## src/rtl/sram_arb_pkg.sv

```systemverilog
// Shared encodings for the port-B SRAM arbiter: FSM states, read-owner tags
// and the fixed byte-lane mask width.
package sram_arb_pkg;

  localparam int WEM_W = 4;

  typedef enum logic {
    ST_IDLE = 1'b0,
    ST_LOCK = 1'b1
  } arb_state_e;

  typedef enum logic {
    OWNER_M0 = 1'b0,
    OWNER_M1 = 1'b1
  } owner_e;

endpackage

```

## src/rtl/sram_rr_arb2.sv

```systemverilog
// Two-way round-robin grant with a last-grant register and an override that
// reserves the grant for requester 1 while a burst lock is held.
module sram_rr_arb2
  import sram_arb_pkg::*;
(
  input  logic clk,
  input  logic rst,
  input  logic req0,
  input  logic req1,
  input  logic lock_m1,
  output logic gnt0,
  output logic gnt1
);

  owner_e last_gnt;

  // On a tie the requester that was not granted last wins.
  always_comb begin
    gnt0 = 1'b0;
    gnt1 = 1'b0;
    if (lock_m1) begin
      gnt1 = req1;
    end else if (req0 && req1) begin
      gnt0 = (last_gnt == OWNER_M1);
      gnt1 = (last_gnt == OWNER_M0);
    end else begin
      gnt0 = req0;
      gnt1 = req1;
    end
  end

  // Reset to M1 so the first tie after reset goes to m0.
  always_ff @(posedge clk or posedge rst) begin
    if (rst) begin
      last_gnt <= OWNER_M1;
    end else if (gnt1) begin
      last_gnt <= OWNER_M1;
    end else if (gnt0) begin
      last_gnt <= OWNER_M0;
    end
  end

endmodule

```

## src/rtl/sram_port_arb.sv

```systemverilog
// Port-B sequencer for the dual-port SRAM: arbitrates m0 (LSU) against m1
// (debug/DMA) with a bounded m1 burst lock and routes read data to its owner.
module sram_port_arb
  import sram_arb_pkg::*;
#(
  parameter int AW       = 14,
  parameter int DW       = 32,
  parameter int LOCK_MAX = 16
) (
  input  logic             clk,
  input  logic             rst,
  input  logic             m0_req,
  output logic             m0_gnt,
  input  logic             m0_we,
  input  logic [WEM_W-1:0] m0_wem,
  input  logic [AW-1:0]    m0_addr,
  input  logic [DW-1:0]    m0_wdata,
  output logic             m0_rvld,
  output logic [DW-1:0]    m0_rdata,
  input  logic             m1_req,
  output logic             m1_gnt,
  input  logic             m1_we,
  input  logic [WEM_W-1:0] m1_wem,
  input  logic [AW-1:0]    m1_addr,
  input  logic [DW-1:0]    m1_wdata,
  output logic             m1_rvld,
  output logic [DW-1:0]    m1_rdata,
  input  logic             m1_lock,
  output logic             ram_en,
  output logic             ram_we,
  output logic [WEM_W-1:0] ram_wem,
  output logic [AW-1:0]    ram_addr,
  output logic [DW-1:0]    ram_din,
  input  logic [DW-1:0]    ram_dout
);

  localparam int CW = $clog2(LOCK_MAX) + 1;

  arb_state_e    state, state_nxt;
  logic [CW-1:0] lock_cnt, lock_cnt_nxt;
  logic          m0_xfer, m1_xfer;
  logic          rd_pend;
  owner_e        rd_owner;

  sram_rr_arb2 u_rr (
    .clk     (clk),
    .rst     (rst),
    .req0    (m0_req),
    .req1    (m1_req),
    .lock_m1 ((state == ST_LOCK) && m1_req),
    .gnt0    (m0_gnt),
    .gnt1    (m1_gnt)
  );

  assign m0_xfer = m0_req & m0_gnt;
  assign m1_xfer = m1_req & m1_gnt;

  // Lock exits on a dropped request, an unlocked beat, or the beat count cap.
  always_comb begin
    state_nxt    = state;
    lock_cnt_nxt = lock_cnt;
    case (state)
      ST_IDLE: begin
        if (m1_xfer && m1_lock) begin
          state_nxt    = ST_LOCK;
          lock_cnt_nxt = CW'(1);
        end
      end
      ST_LOCK: begin
        if (!m1_req) begin
          state_nxt    = ST_IDLE;
          lock_cnt_nxt = '0;
        end else begin
          if (lock_cnt != CW'(LOCK_MAX)) lock_cnt_nxt = lock_cnt + CW'(1);
          if ((lock_cnt_nxt == CW'(LOCK_MAX)) || !m1_lock) begin
            state_nxt    = ST_IDLE;
            lock_cnt_nxt = '0;
          end
        end
      end
      default: begin
        state_nxt    = ST_IDLE;
        lock_cnt_nxt = '0;
      end
    endcase
  end

  always_ff @(posedge clk or posedge rst) begin
    if (rst) begin
      state    <= ST_IDLE;
      lock_cnt <= '0;
    end else begin
      state    <= state_nxt;
      lock_cnt <= lock_cnt_nxt;
    end
  end

  assign ram_en   = m0_xfer | m1_xfer;
  assign ram_we   = m1_gnt ? m1_we    : m0_we;
  assign ram_wem  = m1_gnt ? m1_wem   : m0_wem;
  assign ram_addr = m1_gnt ? m1_addr  : m0_addr;
  assign ram_din  = m1_gnt ? m1_wdata : m0_wdata;

  // SRAM read data lands one cycle after acceptance; tag it with the owner now.
  always_ff @(posedge clk or posedge rst) begin
    if (rst) begin
      rd_pend  <= 1'b0;
      rd_owner <= OWNER_M0;
    end else begin
      rd_pend <= ram_en & ~ram_we;
      if (ram_en) rd_owner <= m1_gnt ? OWNER_M1 : OWNER_M0;
    end
  end

  assign m0_rvld  = rd_pend & (rd_owner == OWNER_M0);
  assign m1_rvld  = rd_pend & (rd_owner == OWNER_M1);
  assign m0_rdata = ram_dout;
  assign m1_rdata = ram_dout;

endmodule
```

## config.mk

```make
export PLATFORM = sky130hd
export DESIGN_NAME = sram_port_arb
export DESIGN_NICKNAME = d
export VERILOG_FILES = /design/src/rtl/sram_arb_pkg.sv /design/src/rtl/sram_rr_arb2.sv /design/src/rtl/sram_port_arb.sv
export SDC_FILE = /design/constraint.sdc
export NUM_CORES = 1
export LEC_CHECK = 0
export CAP_MARGIN = 5
export CORE_AREA = 2 2 100 102
export DETAILED_ROUTE_END_ITERATION = 12
export DIE_AREA = 0 0 102 104
export PLACE_DENSITY = 0.7
export SLEW_MARGIN = 5
export SYNTH_ARGS = -nofsm -noshare
export SYNTH_HDL_FRONTEND = slang
export SYNTH_SLANG_ARGS = --single-unit
export TNS_END_PERCENT = 5
```

## constraint.sdc

```tcl
create_clock -name clk -period 1.7 [get_ports clk]
set_input_delay 0.34 -clock clk [delete_from_list [all_inputs] [get_ports clk]]
set_output_delay 0.34 -clock clk [all_outputs]
set_load 0.005 [all_outputs]
```

==> summary.txt <==
Critical path
  – RR Endpoint: lock_cnt[4]
  – Critical path's most frequent cell: buf_6
  – Slowest stage delay, CP: 0.53 ns
  – Critical Path Source Type: flip-flop
  – R2R cell count: 6
  – Buf/Inv on CP: 4
  – Crit-path max FO: 6
  – Worst-path cell chain: nand3b_1 -> nand2_4 -> buf_6 -> buf_12 -> buf_8 -> mux2_4 -> buf_6
  – Crit end category: output pin
  – R2R setup slack: around 0.020 ns
  – Worst path slowest cell: dfstp_2
  – Worst path required time: ~1.4 ns
  – Crit path kind: reg2out
  – Worst Path Arrival: between 1.5 and 2 ns
  – Critical path's top delay family: flip-flops
  – R2r startpoint: lock_cnt[0]

CTS
  – CTS Buf Count: 3
  – CTS root buf: clkbuf_8
  – Sink Count: 9
  – CTS tree: yes
  – Worst-path clk slew: ~0.050 ns
  – Htree depth: 1
  – Clk buf depth: 2
  – Clock Latency Late Sink: between 0.2 and 0.25 ns
  – Hold Buf Count CTS: 0

Die
  – Initial Util: about 18%
  – Die X: between 100 and 150 um
  – Core area: around 0.0095 mm2
  – Die area: approximately 0.011 mm2
  – # rows: 36
  – Die H: roughly 100 um
  – IO Pins: about 260

Place
  – Setup WS pre-CTS: -0.880 ns
  – # placed instances: between 400 and 500
  – Detailed Place HPWL: 6.21 mm
  – PortBufs: ~160
  – Gpl congestion: 0.806

STA
  – Worst Skew: ~0.0009 ns
  – Final hold vios: 0
  – RSZ-0062 raised after global routing: true
  – Maximum clock rate: 462 MHz
  – Tcrit/Tclk final: 127%
  – Slew headroom: between 70% and 80%
  – Slew @ Worst Pin: between 0.3 and 0.4 ns
  – Hold_ws: 0.389 ns
  – Final setup margin: -0.465 ns
  – Pins Over Slew Limit: 0
  – Final setup violating endpoints: 53
  – Tmin final: 2.17 ns

Cells and area
  – Area delta synth->final: 106%
  – Proportion of layout cells with a drive suffix above 1: about 45%
  – Ant diodes: 0
  – Commonest non-fill, non-tap cell in the layout: clkdlybuf4s50_1
  – Fin cells: around 440
  – Most frequent cells in the layout: 106 x clkdlybuf4s50_1, 46 x mux2_4, 36 x buf_6
  – Util after Layout: ~37%
  – Final Net Count: 450

Detailed routing
  – Via count: between 1,500 and 2,000
  – Detail Route Antenna Nets: 0
  – TritonRoute pass-1 iters: 6
  – Remaining routing DRC violations: 0
  – DRT iter0 DRCs: 70
  – Final wirelength: 8.56 mm
  – Vias per inst: approximately 4.1
  – Wire length per cell: just under 20 um

Synthesis
  – Cells after synthesis: 186
  – Main synth FF type: dfrtp_1
  – #FFs+latches synth: 9
  – Cell Area, Synth: 0.00170 mm2
  – Post-Syn Nets: about 330
  – Yosys cell types: 34
  – Top cell type's share of synthesized area: about 31%
  – Avg Inst Size Synth: 9.11 um2
  – Post-synth EDFFs: 0
  – FFs w/ async S/R, synth: 100%
  – Yosys warnings: 0
  – Post-synthesis sequential area ratio: between 10% and 20%
  – Top cells by area, synth: mux2_2 31%, buf_4 28%, dfrtp_1 12%
  – Area leader, netlist: mux2_2

Power and ir drop
  – Peak VDD IR: 341 uV
  – Leakage Power: about 0.0016 uW
  – Power Total: between 1500 and 2000 uW
  – PD cells: roughly 470 mW/mm2

Global routing
  – Congestion Overflow GR: 0
  – Largest net degree at the start of global routing: 10
  – Met2 GRT Util: roughly a fifth
  – GRT Total Usage: 14.2%
  – Vias in the first global route: between 1,500 and 2,000
  – Met3 Usage GRT: 5.91%
  – Grt met1 use: a little under 20%
  – Gr busiest metal: met2
  – First-pass GRT wire length: approximately 12 mm
  – Antenna violations before repair: 1

Run
  – Maxcap violations: 0

Outcome
  – Failing checks: setup timing
  – Outcome: complete, but fails checks

Worst hold path
  – Hold Crit Class: in2async
==> synth_stat cells (2+ instances only) <==
| cell type | instances |
|---|---|
| ha_1 | 2 |
| mux2_1 | 5 |
| nor2b_1 | 4 |
| o21ai_0 | 5 |
| nand3_1 | 2 |
| buf_6 | 5 |
| nand2_1 | 6 |
| mux2_2 | 46 |
| and2_1 | 2 |
| a22o_1 | 3 |
| buf_4 | 64 |
| or2_2 | 2 |
| dfrtp_1 | 8 |
| o311ai_1 | 2 |
| inv_1 | 5 |
| nor2_1 | 3 |
| and3_1 | 2 |
| buf_2 | 2 |
| a31oi_1 | 2 |
| nand2b_1 | 2 |
==> per-layer routing <==
metal	wire length, um	up-vias
li1	-	822
met1	3730	829
met2	3570	136
met3	1150	17
met4	86	2
met5	13	-
==> power by group <==
group | total, uW | switching (uW) | internal [uW]
Combinational | 1130 | 362 | 768
Clock | 253 | 89.4 | 164
Sequential | 265 | 26.3 | 238
==> final cells by class <==
type | count | area [um2]
repair buffers | 189 | 1950
fillers | 975 | 6060
multi-input cells | 101 | 1080
flip-flops and latches | 9 | 226
well taps | 133 | 166
clock buffers | 4 | 45.0
inverters | 5 | 18.8
==> flip-flops by register name, summed over array words and instances, names as in the netlist <==
signal and flops:
lock_cnt 5, u_rr.last_gnt 1, state 1, rd_pend 1, rd_owner 1
==> cell families after synthesis <==
group | Yosys count | synth area share [%]
mux | 52 | 34.5
simple gates | 29 | 9.82
compound gates | 17 | 7.01
xor+xnor | 1 | 0.517
flops | 9 | 13.4
buf+inv | 76 | 33.4
fa+ha+maj | 2 | 1.48
==> what timing repair did <==
item,in CTS,in global routing
gates cloned,5,1
setup buffers,11,3
endpoints found under the setup margin,55,57
gates resized for setup,235,55
pin swaps,1,1
==> worst max path at each step <==
stage                        from          end  depth (start not counted)
CTS                 u_rr.last_gnt  ram_din[23]                          6
floorplan           u_rr.last_gnt  ram_addr[0]                          4
detailed placement         m0_req       ram_we                          6
global placement           m0_req       ram_we                          6
global route        u_rr.last_gnt  ram_addr[0]                          7
finish              u_rr.last_gnt  ram_addr[7]                          7
==> metrics by stage <==
step	cell area, um2	TNS [ns]
after floorplan	1700	0
after global placement	3010	-43.19
after detailed placement	3010	-43.57
after CTS	3410	-23.38
after global routing	3490	-24.02
final	3490	-20.32
No activity file was read; power rests on OpenSTA's default activity.
